==> config.mk <==
export PLATFORM = sky130hd
export DESIGN_NAME = seg7_scan_driver_flat
export DESIGN_NICKNAME = d
export VERILOG_FILES = /design/src/rtl/seg7_scan_driver_if.sv /design/src/rtl/seg7_scan_driver.sv /design/src/flat_wrapper.sv
export SDC_FILE = /design/constraint.sdc
export NUM_CORES = 1
export LEC_CHECK = 0
export CAP_MARGIN = 30
export CORE_MARGIN = 3
export CORE_UTILIZATION = 37
export CTS_BUF_LIST = sky130_fd_sc_hd__clkbuf_4
export DETAILED_ROUTE_END_ITERATION = 6
export DONT_BUFFER_PORTS = 1
export PLACE_DENSITY_LB_ADDON = 0.05
export REMOVE_ABC_BUFFERS = 1
export SETUP_SLACK_MARGIN = 0.05
export SYNTH_ARGS = -nofsm -noshare
export SYNTH_HDL_FRONTEND = slang
export SYNTH_SLANG_ARGS = --single-unit
==> constraint.sdc <==
create_clock -name clk -period 8.7 [get_ports clk]
set_input_delay 0.435 -clock clk [delete_from_list [all_inputs] [get_ports clk]]
set_output_delay 0.435 -clock clk [all_outputs]
set_load 0.01 [all_outputs]
==> src/rtl/seg7_scan_driver_if.sv <==
// CPU data-bus slice seen by the 7-segment scan driver: address, write data/strobe and the
// combinational read-back path.
interface seg7_scan_driver_if #(
   parameter int unsigned ADDR_WIDTH = 32,
   parameter int unsigned DATA_WIDTH = 32
);
   logic [ADDR_WIDTH-1:0] addr;
   logic [DATA_WIDTH-1:0] dataIn;
   logic                  wrEnable;
   logic [DATA_WIDTH-1:0] dataOut;
   logic                  hit;

   modport master (
      output addr,
      output dataIn,
      output wrEnable,
      input  dataOut,
      input  hit
   );

   modport slave (
      input  addr,
      input  dataIn,
      input  wrEnable,
      output dataOut,
      output hit
   );
endinterface

==> src/rtl/seg7_scan_driver.sv <==
// Memory-mapped DIGIT/CTRL registers driving a time-multiplexed 7-segment display, one digit
// per scan slot with a one-cycle blank between slots.
module seg7_scan_driver #(
   parameter int unsigned           DATA_WIDTH = 32,
   parameter int unsigned           ADDR_WIDTH = 32,
   parameter int unsigned           DIGITS     = 8,
   parameter logic [ADDR_WIDTH-1:0] BASE_ADDR  = 'h100,
   parameter int unsigned           SCAN_DIV   = 1024
) (
   input  logic                clk,
   input  logic                rst,
   seg7_scan_driver_if.slave   bus,
   output logic [7:0]          led,
   output logic [DIGITS-1:0]   gate
);

   localparam int unsigned IdxW = (DIGITS > 1) ? $clog2(DIGITS) : 1;
   localparam int unsigned DivW = $clog2(SCAN_DIV);

   typedef enum logic [1:0] {StIdle, StShow, StBlank} state_e;

   logic [4*DIGITS-1:0] digit_q;
   logic                en_q;
   logic [7:0]          dp_q, blank_q;
   state_e              state_q, state_d;
   logic [DivW-1:0]     div_q, div_d;
   logic [IdxW-1:0]     idx_q, idx_d;
   logic [7:0]          led_q, led_d;
   logic [DIGITS-1:0]   gate_q, gate_d;

   logic                sel_digit, sel_ctrl;
   logic [31:0]         ctrl_rd;
   logic [3:0]          nib;
   logic                dp_bit, blank_bit;

   function automatic logic [6:0] hex7(input logic [3:0] v);
      unique case (v)
         4'h0: hex7 = 7'h3F;
         4'h1: hex7 = 7'h06;
         4'h2: hex7 = 7'h5B;
         4'h3: hex7 = 7'h4F;
         4'h4: hex7 = 7'h66;
         4'h5: hex7 = 7'h6D;
         4'h6: hex7 = 7'h7D;
         4'h7: hex7 = 7'h07;
         4'h8: hex7 = 7'h7F;
         4'h9: hex7 = 7'h6F;
         4'hA: hex7 = 7'h77;
         4'hB: hex7 = 7'h7C;
         4'hC: hex7 = 7'h39;
         4'hD: hex7 = 7'h5E;
         4'hE: hex7 = 7'h79;
         default: hex7 = 7'h71;
      endcase
   endfunction

   assign sel_digit = (bus.addr == BASE_ADDR);
   assign sel_ctrl  = (bus.addr == BASE_ADDR + ADDR_WIDTH'(4));
   assign ctrl_rd   = {en_q, 7'b0, dp_q, 8'b0, blank_q};

   always_comb begin
      bus.dataOut = '0;
      if (sel_digit) begin
         bus.dataOut = DATA_WIDTH'(digit_q);
      end else if (sel_ctrl) begin
         bus.dataOut = DATA_WIDTH'(ctrl_rd);
      end
   end

   assign bus.hit = sel_digit | sel_ctrl;

   always_comb begin
      state_d = state_q;
      div_d   = div_q;
      idx_d   = idx_q;
      if (!en_q) begin
         state_d = StIdle;
         div_d   = '0;
         idx_d   = '0;
      end else begin
         unique case (state_q)
            StIdle: begin
               state_d = StShow;
               div_d   = '0;
               idx_d   = '0;
            end
            StShow: begin
               if (div_q == DivW'(SCAN_DIV - 1)) begin
                  state_d = StBlank;
                  div_d   = '0;
               end else begin
                  div_d = div_q + 1'b1;
               end
            end
            StBlank: begin
               state_d = StShow;
               idx_d   = (idx_q == IdxW'(DIGITS - 1)) ? '0 : idx_q + 1'b1;
            end
            default: begin
               state_d = StIdle;
               div_d   = '0;
               idx_d   = '0;
            end
         endcase
      end
   end

   // Output stage looks at the current (post-edge) state; it is registered one cycle later.
   always_comb begin
      nib       = '0;
      dp_bit    = 1'b0;
      blank_bit = 1'b0;
      for (int unsigned i = 0; i < DIGITS; i++) begin
         if (idx_q == IdxW'(i)) begin
            nib       = digit_q[4*i +: 4];
            dp_bit    = dp_q[i];
            blank_bit = blank_q[i];
         end
      end
      led_d  = '0;
      gate_d = '0;
      if (en_q && (state_q == StShow) && !blank_bit) begin
         gate_d = DIGITS'(1) << idx_q;
         led_d  = {dp_bit, hex7(nib)};
      end
   end

   always_ff @(posedge clk) begin
      if (!rst) begin
         digit_q <= '0;
         en_q    <= 1'b0;
         dp_q    <= '0;
         blank_q <= '0;
         state_q <= StIdle;
         div_q   <= '0;
         idx_q   <= '0;
         led_q   <= '0;
         gate_q  <= '0;
      end else begin
         if (bus.wrEnable && sel_digit) begin
            digit_q <= bus.dataIn[4*DIGITS-1:0];
         end
         if (bus.wrEnable && sel_ctrl) begin
            en_q    <= bus.dataIn[31];
            dp_q    <= bus.dataIn[23:16];
            blank_q <= bus.dataIn[7:0];
         end
         state_q <= state_d;
         div_q   <= div_d;
         idx_q   <= idx_d;
         led_q   <= led_d;
         gate_q  <= gate_d;
      end
   end

   assign led  = led_q;
   assign gate = gate_q;

endmodule

==> src/flat_wrapper.sv <==
// flat-port wrapper written by rule: the top's interface ports become plain ports
module seg7_scan_driver_flat 
#(
   parameter int unsigned           DATA_WIDTH = 32,
   parameter int unsigned           ADDR_WIDTH = 32,
   parameter int unsigned           DIGITS     = 8,
   parameter logic [ADDR_WIDTH-1:0] BASE_ADDR  = 'h100,
   parameter int unsigned           SCAN_DIV   = 1024
)
  (clk, rst, led, gate, bus_addr, bus_dataIn, bus_wrEnable, bus_dataOut, bus_hit);
  seg7_scan_driver_if #(.ADDR_WIDTH(ADDR_WIDTH), .DATA_WIDTH(DATA_WIDTH)) bus_i ();
  input  logic clk;
  input  logic rst;
  output logic [7:0] led;
  output logic [DIGITS-1:0] gate;
  input wire logic [$bits(bus_i.addr)-1:0] bus_addr;
  input wire logic [$bits(bus_i.dataIn)-1:0] bus_dataIn;
  input wire logic [$bits(bus_i.wrEnable)-1:0] bus_wrEnable;
  output wire logic [$bits(bus_i.dataOut)-1:0] bus_dataOut;
  output wire logic [$bits(bus_i.hit)-1:0] bus_hit;
  assign bus_i.addr = bus_addr;
  assign bus_i.dataIn = bus_dataIn;
  assign bus_i.wrEnable = bus_wrEnable;
  assign bus_dataOut = bus_i.dataOut;
  assign bus_hit = bus_i.hit;
  seg7_scan_driver #(.DATA_WIDTH(DATA_WIDTH), .ADDR_WIDTH(ADDR_WIDTH), .DIGITS(DIGITS), .BASE_ADDR(BASE_ADDR), .SCAN_DIV(SCAN_DIV)) u_core (.clk(clk), .rst(rst), .bus(bus_i), .led(led), .gate(gate));
endmodule
* Word-level counts from Yosys, hierarchy flattened
Memory sizes are Yosys's and may differ from the RTL's. A register that Yosys moved wholly into a read port is not among the register bits.
Index checks and enable logic that the tools add are counted.
** Storage, ports and cells
- Bits in registers :: 80
- Memory bits (read-only) :: 112
- Input bits :: 67
- Output and inout bits :: 49
- Memories :: 1
** Operators by class
- Add/subtract/negate cells :: 2
- Eq/ne operators :: 13
- Shift-type cells :: 1
- Muxes and demuxes :: 32
- Bitwise gates (word level) :: 1
- Reductions and logical operators :: 11
** Memories
- (no name shown) :: words 16, bits a word 7, rd ports 1, clocked after Yosys merged registers in 1, write ports 0, RTL line seg7_scan_driver.sv:37 : unique case (v)
** Operators with widths (count)
- 32-bit by 9-bit == test with 1-bit output, second input constant :: 2
- 32-bit 2-to-1 mux :: 2
- 4-bit 2-to-1 mux :: 8
- 10-bit one-hot mux with 2 select lines :: 1
- 1-bit 2-to-1 mux :: 16
- 3-bit == test, second input constant :: 4
- 10-bit by 1-bit adder with 10-bit output, second input constant :: 1
- 10-bit == test, second input constant :: 1
- 10-bit 2-to-1 mux :: 1
- 1-bit by 3-bit left shift with 8-bit output, first input constant :: 1
- 3-bit by 2-bit == test with 1-bit output, second input constant :: 2
- 3-bit one-hot mux with 2 select lines :: 1
- 1-bit logical AND :: 4
- 2-bit one-hot mux with 2 select lines :: 1
- 2-bit AND reduction :: 2
- 3-bit by 1-bit adder with 3-bit output, second input constant :: 1
- 3-bit by 1-bit == test with 1-bit output, second input constant :: 1
- 3-bit zero test :: 1
- 3-bit 2-to-1 mux :: 1
- 2-bit by 1-bit == test with 1-bit output, second input constant :: 1
- 2-bit == test, second input constant :: 1
- 1-bit zero test :: 2
- 2-bit zero test :: 1
- 2-bit 2-to-1 mux :: 1
- other kinds (3) :: 3

* Longest topological paths before layout
Gate-level depths: netlist (run 1).
- Depth after elaboration :: 13
- Depth in mapped cells :: 13

* Least setup slack after synthesis (run 1)
OpenSTA, ideal clock, no wires.
- Kind :: flip-flop to flip-flop
- Start point :: register u_core.idx_q[2]
- End point :: register u_core.led_q[1], in the netlist u_core.led[1]
- Library setup time :: 0.119 ns
- Arrival time :: 2.672 ns
- Required time :: 8.581 ns
- Path slack :: 5.909 ns
- Cell stages (with the launch flop) :: 12
- Path through :: dfxtp_1 > buf_4 > inv_1 > ha_1 > buf_2 > nor2b_1 > nor4_1 > a311oi_1 > a31oi_1 > ha_1 > mux2_2 > o221a_1
** Between the ends
- Longest elaborated chain between the ends :: 13
** Ends and longest elaborated chain
- start: declaration :: RTL line seg7_scan_driver.sv:27 : logic [IdxW-1:0] idx_q, idx_d;
- start signal: assignment :: RTL line seg7_scan_driver.sv:150 : idx_q <= idx_d;
- 3-bit zero test :: RTL line seg7_scan_driver.sv:114 : if (idx_q == IdxW'(i)) begin
- 1-bit 2-to-1 mux (8 in series) :: RTL line seg7_scan_driver.sv:114
- 1-bit zero test :: RTL line seg7_scan_driver.sv:122 : if (en_q && (state_q == StShow) && !blank_bit) begin
- 1-bit logical AND :: RTL line seg7_scan_driver.sv:122
- 2-bit AND reduction (no source line)
- 1-bit zero test (no source line)
- end: declaration :: RTL line seg7_scan_driver.sv:28 : logic [7:0] led_q, led_d;
Several ways; a longest one is shown, not always the timed one.
A chain may end at the register's enable or synchronous reset.

* Worst setup path after layout (run 1)
Ends and elaborated chain as after synthesis.

==> results of run 1 <==
[metal layers]
metal	wire, um	global-route usage, %
met1	5730	25.3
met2	5320	28.8
met3	693	5.29
met4	172	6.17
met5	0	0
[cells in the mapped netlist (7+ instances only)]
cell type	n	share of area (%)
ha_1	10	2.9
mux2i_1	18	4.2
nor4_1	7	1.0
nor2_1	43	3.8
inv_1	11	0.97
and2_1	21	3.1
o21ai_0	13	1.5
a21boi_0	38	6.7
nand2_1	116	10
a21oi_1	23	2.7
nor2b_1	11	1.6
buf_2	10	1.2
nor3_1	9	1.1
a21boi_1	11	1.9
dfxtp_1	80	38
and3_1	10	1.5
clkbuf_1	16	1.4
[cells by family (layout without fill, tap and decap cells)]
group | count (synthesis) | after routing
AOI/OAI and AO/OA | 126 | 126
xor gates and xnor gates | 2 | 2
adders and majority gates | 10 | 10
buffers and inverters | 47 | 30
DFF | 80 | 80
muxes | 20 | 20
and+or+nand+nor | 250 | 250
[flip-flops by register name (all words and copies together), names as in the netlist, 2 cells and up]
name / cells
u_core.blank_q: 8
u_core.digit_q: 32
u_core.div_q: 10
u_core.dp_q: 8
u_core.gate: 8
u_core.idx_q: 3
u_core.led: 8
u_core.state_q: 2
[power by group through the flow]
stage | clock (mW) | sequential [mW] | combinational (mW)
detailed placement | 0 | 0.374 | 0.00523
CTS | 0.285 | 0.366 | 0.00523
floorplan | 0 | 0.374 | 0.00523
global placement | 0 | 0.374 | 0.00519
finish | 0.276 | 0.366 | 0.00514
global route | 0.300 | 0.366 | 0.00527
[stage by stage]
stage          cell area (um^2)  instances  power, mW  utilization, %  hold slack [ns]
4_1_cts                    4450        658      0.657            40.4           0.0508
3_5_place_dp               4280        643      0.380            38.8            0.464
3_3_place_gp               4280        643      0.380            38.8            0.462
5_1_grt                    4450        658      0.671            40.4           0.0471
6_report                   4450        658      0.648            40.4           0.0790
2_1_floorplan              4080        500      0.380               -            0.440
[cell type report]
type	count	area [um^2]
clock inverters	6	109
clock buffers	9	67.6
well taps	140	175
inverters	12	45.0
fillers	1165	6580
repair buffers	3	22.5
flip-flops and latches	80	1600
multi-input cells	408	2430
[worst max-delay path: stages, from the launching register on]
cell      delay, ns
dfxtp_1        0.81
inv_1          0.14
ha_1           0.42
nor2b_1        0.21
nor4_1         0.40
a311oi_1       0.09
a31oi_1        0.72
ha_1           0.36
mux2_2         0.26
o221a_1        0.22
[how the worst max path moves through the flow]
stage,startpoint,endpoint,slack [ns],depth (start not counted)
finish,u_core.idx_q[2],u_core.led[1],4.98,9
global route,u_core.idx_q[2],u_core.led[1],4.73,9
CTS,u_core.idx_q[2],u_core.led[1],5.01,9
detailed placement,u_core.idx_q[2],u_core.led[1],5.03,9
global placement,u_core.idx_q[2],u_core.led[1],5.18,9
floorplan,u_core.idx_q[2],u_core.led[1],5.76,9
==> flow_summary.yaml, run 1 <==
yosys:
  synth_top_family_by_area: "simple AND/OR/NAND/NOR gates"
  synthMuxAreaShare_pct: 4.85
  synth_compound_area_share_pct: 21.3
  synth_fa_ha_area_share_pct: 2.94
  synth-xor-area-share_pct: 0.411
  synth-simple-area-share_pct: 27.6
  synth_seq_cells: 80
  netlist_area_um2: 4260
  synthArstFlopShare_pct: 0
  synth_edf_count: 0
  yosysUniqueCellTypes: 56
  synth_cells: 535
  synth_ff_type: "dfxtp_1"
  syn_area_per_cell_um2: 7.96
  seq_area_frac_synth_pct: 37.6
  yosys_warnings: 0
clock_tree:
  post_cts_resized: 0
  cts_max_level: 3
  post_cts_buffers: 0
  clock-sinks: 80
  cts_buffers: 9
  root_buffer: "clkbuf_4"
  cts_buffer_depth: 2
  insertion_delay_ns: 0.47
  ctsHoldBuffers: 0
  clkTransAtPathRegs_ns: 0.14
  cts_tree: "built"
sta:
  fin_ws_ns: 4.98
  tightest_slew_ns: 0.910
  setup_tns_ns: 0
  finalSetupViolCount: 0
  rsz0062_at_grt: "false"
  min_period_ns: 3.72
  max_slew_margin_pct: 39.3
  fin_skew_ns: 0.0157
  timing.final.crit_share_pct: 42.8
  drv_slew: 0
  hold_viol_final: 0
  fmax_mhz: 269
routing:
  drt_iter0_drc: 194
  viasPerCell: 5.51
  wl_per_cell_um: 18.1
  vias: 3627
  dr.pass1.iters: 4
  drc: 0
  routed_wl_um: 11900
  antenna_left: 0
setup_path:
  r2r_start: "u_core.idx_q[2]"
  critPathLaunchType: "flop"
  cp.arrival_ns: 4.09
  crit_type: "flop to flop"
  path_max_fanout: 23
  rr_worst_depth: 9
  critPathRequiredTime_ns: 9.07
  r2r_slack_ns: 4.98
  setup.worst_path.end_class: "flop"
  reg2reg_to: "u_core.led[1]"
floorplanning:
  num_rows: 38
  core-area_um2: 11000
  ioPinCount: 116
  initial_core_util_pct: 38.6
  die_area_um2: 12800
  chipHeight_um: 113
  dieWidth_um: 113
power_and_ir_drop:
  power.share.clock_pct: 42.7
  pwr-share-seq_pct: 56.5
  p_switching_mw: 0.134
  p_int_mw: 0.514
  power_leakage_nw: 1.46
  peakVddDrop_mv: 0.0966
  p_per_area_nw_per_um2: 145
  p_sw_share_pct: 20.7
  p_comb_share_pct: 0.8
final_layout:
  layout_common_cells: "nand2_1 (116), dfxtp_1 (80), nor2_1 (43), a21boi_0 (38), a21oi_1 (23)"
  areaGrowthSynthToFinish_pct: 4.61
  fin_nets: 591
  antennaDiodeCount: 0
  drive_above_1_share_pct: 5.60
  final_common_cell: "nand2_1"
global_routing:
  antenna_found_initial: 0
  grt_max_degree: 51
  grt-ovfl-total: 0
  grt.total_usage_pct: 18.7
  grt_pass1_vias: 3484
  grt_pass1_wl_um: 18900
hold_path:
  min-delay-start: "bus_dataIn[3]"
  min_path_type: "input pin to flop"
  worstHoldPathCells: 2
  holdPathEnd: "u_core.blank_q[3]"
placed_design:
  globalplace.congestion: 0.835
  hpwl_um: 8500
  dp_slack_ns: 5.03
  port_buffers: 0
flow_run:
  cap_violations: 0
outcome:
  outcome: "complete, no violations"
No activity file was read; power rests on OpenSTA's default activity.
==> inputs of run 2 (changes only) <==
==> constraint.sdc (replaced) <==
create_clock -name clk -period 3.55 [get_ports clk]
set_input_delay 0.1775 -clock clk [delete_from_list [all_inputs] [get_ports clk]]
set_output_delay 0.1775 -clock clk [all_outputs]
set_load 0.01 [all_outputs]
==> run 2 against run 1 <==
Count of clock-buffer cells in the layout up 1. Maximum frequency up 20%. Final area rose by 9.9%. Critical path depth decreased by 1. Sequential power increased by 150%. Highest routed layer unchanged. Die area unchanged. Clock skew shrank 0.0026 ns. First-iteration DRC count is 29% higher. Global-route usage grew 1.2 points. Critical endpoint is now u_core.led[5]. Hold slack got worse by 0.045 ns.
==> flow_summary.yaml, run 2 (same netlist as run 1, synthesis figures left out) <==
global_routing:
  antenna_found_initial: 0
  grt-busiest-layer: "met2"
  grt.total_usage_pct: 19.9
  grt_pass1_wl_um: 20300
  grt_pass1_vias: 3757
  use_met3_pct: 4.33
  grt_max_degree: 41
  grt-ovfl-total: 0
  grtUsageMet2_pct: 31.7
  grtUsageMet1_pct: 27.1
clock_tree:
  cts_tree: "built"
  cts_buffer_depth: 2
  cts_buffers: 9
  root_buffer: "clkbuf_4"
  clkTransAtPathRegs_ns: 0.13
  clock-sinks: 80
  post_cts_buffers: 0
  insertion_delay_ns: 0.45
  cts_max_level: 3
setup_path:
  cp.arrival_ns: 3.49
  path_max_fanout: 15
  cp_common_cell: "ha_1"
  critPathSlowestCell: "a2111oi_2"
  r2r_start: "u_core.idx_q[0]"
  critPathLaunchType: "flop"
  path_cells: "ha_1 > ha_1 > nor2b_1 > a2111oi_4 > a2111oi_2 > or2_1 > mux2_4 > a221oi_2"
  critPathRequiredTime_ns: 3.92
  crit_type: "flop to flop"
  crit_start: "u_core.idx_q[0]"
  cpPeakStageDelay_ns: 0.60
  setup.worst_path.end_class: "flop"
sta:
  max_slew_margin_pct: 46.5
  fmax_mhz: 321
  min_period_ns: 3.11
  fin_skew_ns: 0.0131
  tightest_slew_ns: 0.801
  drv_slew: 0
  fin_ws_ns: 0.435
  setup_tns_ns: 0
  finalSetupViolCount: 0
  rsz0062_at_grt: "false"
  hold_viol_final: 0
  timing.final.crit_share_pct: 87.7
floorplanning:
  die_area_um2: 12800
  initial_core_util_pct: 38.6
  dieWidth_um: 113
  chipHeight_um: 113
  num_rows: 38
  ioPinCount: 116
  core-area_um2: 11000
routing:
  wl_per_cell_um: 18.0
  viasPerCell: 5.39
  routed_wl_um: 12700
  vias: 3798
  drt_iter0_drc: 251
  drc: 0
  dr.pass1.iters: 4
  antenna_left: 0
final_layout:
  final_common_cell: "nand2_1"
  finish.utilization_pct: 44.4
  fin_nets: 637
  antennaDiodeCount: 0
  final_area_um2: 4900
  instances_no_fill: 705
  drive_above_1_share_pct: 6.19
  largest_register_ff_count: 32
  areaGrowthSynthToFinish_pct: 15.0
  reg.largest.list: "u_core.digit_q: 32 flops, u_core.div_q: 10 flops"
  layout_common_cells: "nand2_1 (116), dfxtp_1 (80), nor2_1 (43), dlygate4sd3_1 (41), a21boi_0 (38)"
  largest-register: "u_core.digit_q"
placed_design:
  globalplace.congestion: 0.810
  port_buffers: 0
  place_area_um2: 4310
  hpwl_um: 8750
  dp_cells: 647
  dp_slack_ns: 0.478
outcome:
  outcome: "complete, no violations"
power_and_ir_drop:
  p_per_area_nw_per_um2: 319
  peakVddDrop_mv: 0.227
  power_leakage_nw: 1.68
flow_run:
  cap_violations: 0
hold_path:
  min-delay-start: "rst"
  min_path_type: "input pin to flop"
## run 2: cell count changes in the layout (fill, tap and decap cells not counted), sizes merged
cell         change
buf              +5
bufinv           -1
clkbuf           +1
clkinv           +1
dlygate4sd3     +41
## run 2: path summary, 6_finish.rpt
kind / end / slack, ns / depth (start not counted)
worst min-delay path: u_core.digit_q[2] / 0.03 / 2
worst max register to register: u_core.led[5] / 0.44 / 8
worst max-delay path: u_core.led[5] / 0.44 / 8
worst min register to register: u_core.div_q[9] / 0.49 / 1
## run 2: area by class of cell
type                    count  area (um^2)
clock buffers              10         75.1
clock inverters             6         83.8
fillers                  1149         6130
inverters                  12         45.0
multi-input cells         408         2430
flip-flops and latches     80         1600
well taps                 140          175
repair buffers             49          483
## run 2: metal layers
layer / vias to the layer above / wire length (um)
li1: 1901 / -
met1: 1768 / 6050
met2: 119 / 5720
met3: 10 / 772
met4: 0 / 129
met5: - / 0
## run 2: worst max-delay path, delay by kind of cell, from the launching register on
kind | cells | cell delay, ns
and+or+nand+nor | 2 | 0.64
AOI/OAI and AO/OA | 3 | 0.93
muxes | 1 | 0.33
adders and majority gates | 2 | 0.73
DFF | 1 | 0.42
## run 2: report_power, final
part | leakage, nW | switching [mW] | internal (mW)
Clock | 0.0800 | 0.324 | 0.290
Combinational | 0.959 | 0.0148 | 0.0379
Sequential | 0.644 | 0.000000000108 | 0.897
Total | 1.68 | 0.339 | 1.22
## run 2: stage by stage
stage               hold WS [ns]  power [mW]
floorplan                  0.317       0.930
global placement           0.319       0.930
detailed placement         0.323       0.930
CTS                       0.0121        1.58
global route              0.0112        1.63
finish                    0.0344        1.56
## run 2: repair_timing
| item | CTS | global route |
|---|---|---|
| resized for setup | 0 | 0 |
| hold buffers | 42 | 0 |
| hold endpoints to repair | 49 | 0 |
